File: config.mk
export PLATFORM = sky130hd
export DESIGN_NAME = i2s_sample_decimator
export DESIGN_NICKNAME = d
export VERILOG_FILES = /design/src/rtl/i2s_sample_decimator.sv
export SDC_FILE = /design/constraint.sdc
export NUM_CORES = 1
export LEC_CHECK = 0
export BUFFER_PORTS_ARGS = -buffer_cell sky130_fd_sc_hd__buf_2
export CAP_MARGIN = 10
export CORE_AREA = 2 2 119 121
export DETAILED_ROUTE_END_ITERATION = 8
export DIE_AREA = 0 0 121 123
export GPL_TIMING_DRIVEN = 0
export PLACE_DENSITY = 0.88
export SETUP_SLACK_MARGIN = 0.4
export SYNTH_ARGS = -nofsm -noshare
export SYNTH_HDL_FRONTEND = slang
export SYNTH_SLANG_ARGS = --single-unit
File: constraint.sdc
create_clock -name clk -period 9.48 [get_ports clk]
set_clock_uncertainty 0.1 [all_clocks]
set_input_delay 1.896 -clock clk [delete_from_list [all_inputs] [get_ports clk]]
set_output_delay 1.896 -clock clk [all_outputs]
set_load 0.1 [all_outputs]
File: src/rtl/i2s_sample_decimator.sv
// Boxcar decimator draining the EF_I2S receive FIFO.
// Averages 2^dec_log2 samples onto a valid/ready stream.
module i2s_sample_decimator #(
    parameter int DW       = 32,
    parameter int MAX_LOG2 = 7,
    parameter int ACC_W    = DW + MAX_LOG2
) (
    input  logic          clk,
    input  logic          rst,
    input  logic          en,
    input  logic [2:0]    dec_log2,
    input  logic          signed_mode,
    input  logic          fifo_empty,
    input  logic [DW-1:0] fifo_rdata,
    output logic          fifo_rd,
    output logic          m_valid,
    input  logic          m_ready,
    output logic [DW-1:0] m_data,
    output logic [15:0]   out_count
);

    localparam int EXT_W = ACC_W - DW;
    localparam int CNT_W = MAX_LOG2 + 1;
    localparam logic [CNT_W-1:0] CNT_ONE = 1;

    typedef enum logic [1:0] {
        IDLE,
        ACCUM,
        OUT
    } state_t;

    state_t           state;
    logic [ACC_W-1:0] acc;
    logic [CNT_W-1:0] cnt;
    logic [2:0]       cfg_dec;
    logic             cfg_signed;

    logic [ACC_W-1:0] ext;
    logic [ACC_W-1:0] sum;
    logic [ACC_W-1:0] shifted;
    logic [CNT_W-1:0] last_cnt;

    always_comb begin
        ext = {{EXT_W{1'b0}}, fifo_rdata};
        if (cfg_signed) begin
            ext = {{EXT_W{fifo_rdata[DW-1]}}, fifo_rdata};
        end
        sum = acc + ext;
        // Arithmetic shift gives floor rounding for negative sums
        if (cfg_signed) begin
            shifted = $signed(sum) >>> cfg_dec;
        end else begin
            shifted = sum >> cfg_dec;
        end
        last_cnt = (CNT_ONE << cfg_dec) - CNT_ONE;
    end

    assign fifo_rd = (state == ACCUM) & en & ~fifo_empty & ~rst;

    always_ff @(posedge clk or posedge rst) begin
        if (rst) begin
            state      <= IDLE;
            acc        <= '0;
            cnt        <= '0;
            cfg_dec    <= '0;
            cfg_signed <= 1'b0;
            m_valid    <= 1'b0;
            m_data     <= '0;
            out_count  <= '0;
        end else if (!en) begin
            state   <= IDLE;
            acc     <= '0;
            cnt     <= '0;
            m_valid <= 1'b0;
        end else begin
            unique case (state)
                IDLE: begin
                    state      <= ACCUM;
                    cfg_dec    <= dec_log2;
                    cfg_signed <= signed_mode;
                    acc        <= '0;
                    cnt        <= '0;
                end
                ACCUM: begin
                    if (fifo_rd) begin
                        if (cnt == last_cnt) begin
                            state   <= OUT;
                            m_valid <= 1'b1;
                            m_data  <= shifted[DW-1:0];
                            acc     <= '0;
                            cnt     <= '0;
                        end else begin
                            acc <= sum;
                            cnt <= cnt + CNT_ONE;
                        end
                    end
                end
                OUT: begin
                    if (m_ready) begin
                        state     <= ACCUM;
                        m_valid   <= 1'b0;
                        out_count <= out_count + 16'd1;
                    end
                end
                default: begin
                    state <= IDLE;
                end
            endcase
        end
    end

endmodule

==> impl_metrics.yaml <==
status:
  outcome: "complete, no violations"
sta:
  period_minus_slack_ps: 5280
  relSlewSlack_pct: 35.0
  setup_viol: 0
  tightest_slew_ps: 972
  rsz0062_at_grt: "no"
  fmax_ghz: 0.189
  hold_viol: 0
  period_share_pct: 55.7
  drv_slew: 0
  setup-tns-final_ps: 0
grt:
  grtUsageTotal_pct: 33.8
  antenna_found_initial: 0
  grt_pass1_wl_um: 38900
  grt-ovfl-total: 0
  grt_max_degree: 58
  grt_pass1_vias: 7518
placement:
  hpwl_um: 18900
  placed_cells: 1198
  io_buffers: 90
  globalplace.congestion: 0.992
drt:
  first_pass_iters: 8
  via_count: 8006
  post_drt_wl_per_cell_um: 20.4
  wirelength_um: 24800
  postRouteAntennaNets: 0
  viasPerCell: 6.60
  drc: 0
  drt_iter0_drc: 914
layout:
  drive_gt1_share_pct: 17.5
  diodes: 0
  nets: 1112
  syn_to_final_growth_pct: 12.2
  multi_input_area_mm2: 0.00520
  nFillCells: 1133
  finalNonFillerCells: 1213
  register_area_mm2: 0.00255
synthesis:
  synth.distinct_cells: 80
  synth_nets: 1010
  synth_top_area_share_pct: 31.6
  avgSynthCellArea_um2: 8.70
  yosys-top-cells-count: "nand2_1 (166), dfrtp_1 (102), a21oi_1 (68)"
  synth_top_flop_cell: "dfrtp_1"
  yosysMostFrequentCell: "nand2_1"
  netlist_instances: 927
  synth_edf_count: 0
  synth_area_leaders: "dfrtp_1 (32%), nand2_1 (7.7%), mux4_2 (7.5%)"
  ys_seq_area_share_pct: 31.6
  yosysTopAreaCell: "dfrtp_1"
  synth-async-reset-ratio_pct: 100
  ys_ff_latch: 102
  yosysWarnings: 0
  synth_area_mm2: 0.00807
clock_tree:
  cts_tree: "yes"
  cts_sinks: 102
  clock_path_buffers: 2
  h-tree-depth: 3
  holdBufCountCts: 0
  clk_latency_ps: 370
  post_cts_buffers: 0
  cts_resized: 0
  cts_root_buf: "clkbuf_16"
  cts_buffers: 9
  clk_transition_reported_paths_ps: 70
pwr:
  p_int_uw: 886
  power_frac_clock_pct: 24.1
  peakVddDrop_v: 0.000102
  p_seq_share_pct: 31.6
  p_leak_uw: 0.00409
  p_sw_share_pct: 42.4
  p_switching_uw: 652
  powerDensity_mw_per_mm2: 170
  combinationalPowerShare_pct: 44.4
setup_path:
  end_kind: "flop"
  r2r-start: "cfg_dec[0]$_DFFE_PP0P_"
  critical_path_class: "flop to flop"
  r2r_setup_slack_ps: 4200
  rr_endpoint: "cnt[3]$_DFFE_PP0P_"
  arrival_ps: 5380
  worstPathRequired_ps: 9580
  crit_path_max_fanout: 10
  worstRegToRegCells: 13
  startpoint_type: "flop"
die:
  core-area_mm2: 0.0136
  die_x_um: 121
  fp-row-count: 43
  dieHeight_um: 123
  start_util_pct: 59.3
  die-area_mm2: 0.0149
  ios: 91
run:
  drv_cap: 0
hold_path:
  holdPathEnd: "m_data[5]$_DFFE_PP0P_"
  min_from: "m_data[5]$_DFFE_PP0P_"
  hold_depth: 2
  hp-class: "flop to flop"
-- worst max path at each step --
| stage | startpoint | end | cells after the start |
|---|---|---|---|
| floorplan | fifo_empty | fifo_rd | 1 |
| global placement | rst | acc[17]$_DFFE_PP0P_ | 2 |
| detailed placement | fifo_rdata[0] | m_data[28]$_DFFE_PP0P_ | 12 |
| CTS | cfg_dec[0]$_DFFE_PP0P_ | cnt[3]$_DFFE_PP0P_ | 13 |
| global route | cfg_dec[0]$_DFFE_PP0P_ | acc[10]$_DFFE_PP0P_ | 14 |
| finish | cfg_dec[0]$_DFFE_PP0P_ | cnt[3]$_DFFE_PP0P_ | 13 |
-- per-stage QoR --
stage / worst slack [ps] / utilization (%) / total power, uW / hold WS (ps) / instance area, um2
floorplan: 2510 / - / 992 / 343 / 8070
CTS: 4330 / 66.5 / 1520 / 382 / 9050
global placement: 3590 / 64.2 / 1140 / 355 / 8740
detailed placement: 4080 / 64.5 / 1160 / 365 / 8770
finish: 4200 / 66.5 / 1540 / 379 / 9050
global route: 3880 / 66.5 / 1600 / 406 / 9050
-- flip-flops by register name (all words and copies together), names as in the netlist --
register,flops
acc,39
m_data,32
out_count,16
cnt,8
cfg_dec,3
state,2
cfg_signed,1
m_valid,1
-- cell usage in the layout (no fill, tap or decap), types with 27 or more instances in the layout --
cell type	instances
a21oi_1	68
buf_2	107
clkbuf_1	34
dfrtp_1	102
ha_1	41
mux4_2	27
nand2_1	166
nor2_1	61
o21ai_0	57
xnor2_1	39
xor2_1	27
-- per-layer routing --
layer / part of all wire [%] / GRT usage (%)
met1: 38 / 43.8
met5: 0 / 0
met2: 46 / 53.0
met3: 10 / 6.09
met4: 5.7 / 20.7
-- cells by family (layout without fill, tap and decap cells) --
kind of cell	count (synthesis)	after routing	share of synthesized area [%]
simple gates	331	331	18.6
flops	102	102	31.6
mux	37	37	8.82
xor+xnor	66	66	7.17
compound gates	278	278	23.4
buf+inv	71	177	3.85
fa+ha+maj	42	42	6.61
-- worst max-delay path, stage by stage, from the launching register on --
cell	delay (ps)
dfrtp_1	370
buf_2	270
buf_1	630
clkbuf_1	510
buf_1	460
nand2_1	180
ha_1	330
xnor2_1	120
or4_1	490
nor3_1	380
nand2_1	290
nand2_1	200
clkbuf_1	540
o21ai_0	240
-- power groups by stage --
stage               Sequential, uW  Clock [uW]  Combinational (uW)
finish                         485         370                 682
global route                   488         387                 727
CTS                            485         373                 667
detailed placement             493           0                 663
global placement               492           0                 651
floorplan                      565           0                 427
-- final cells by class --
type | count | area share (%)
Buffer | 58 | 2.89
Tap cell | 180 | 2.49
Timing Repair Buffer | 91 | 5.28
Clock buffer | 10 | 2.64
Multi-Input combinational cell | 754 | 57.5
Clock inverter | 5 | 0.456
Sequential cell | 102 | 28.2
Inverter | 13 | 0.567
Note: power is estimated with default switching activity, not from simulation.
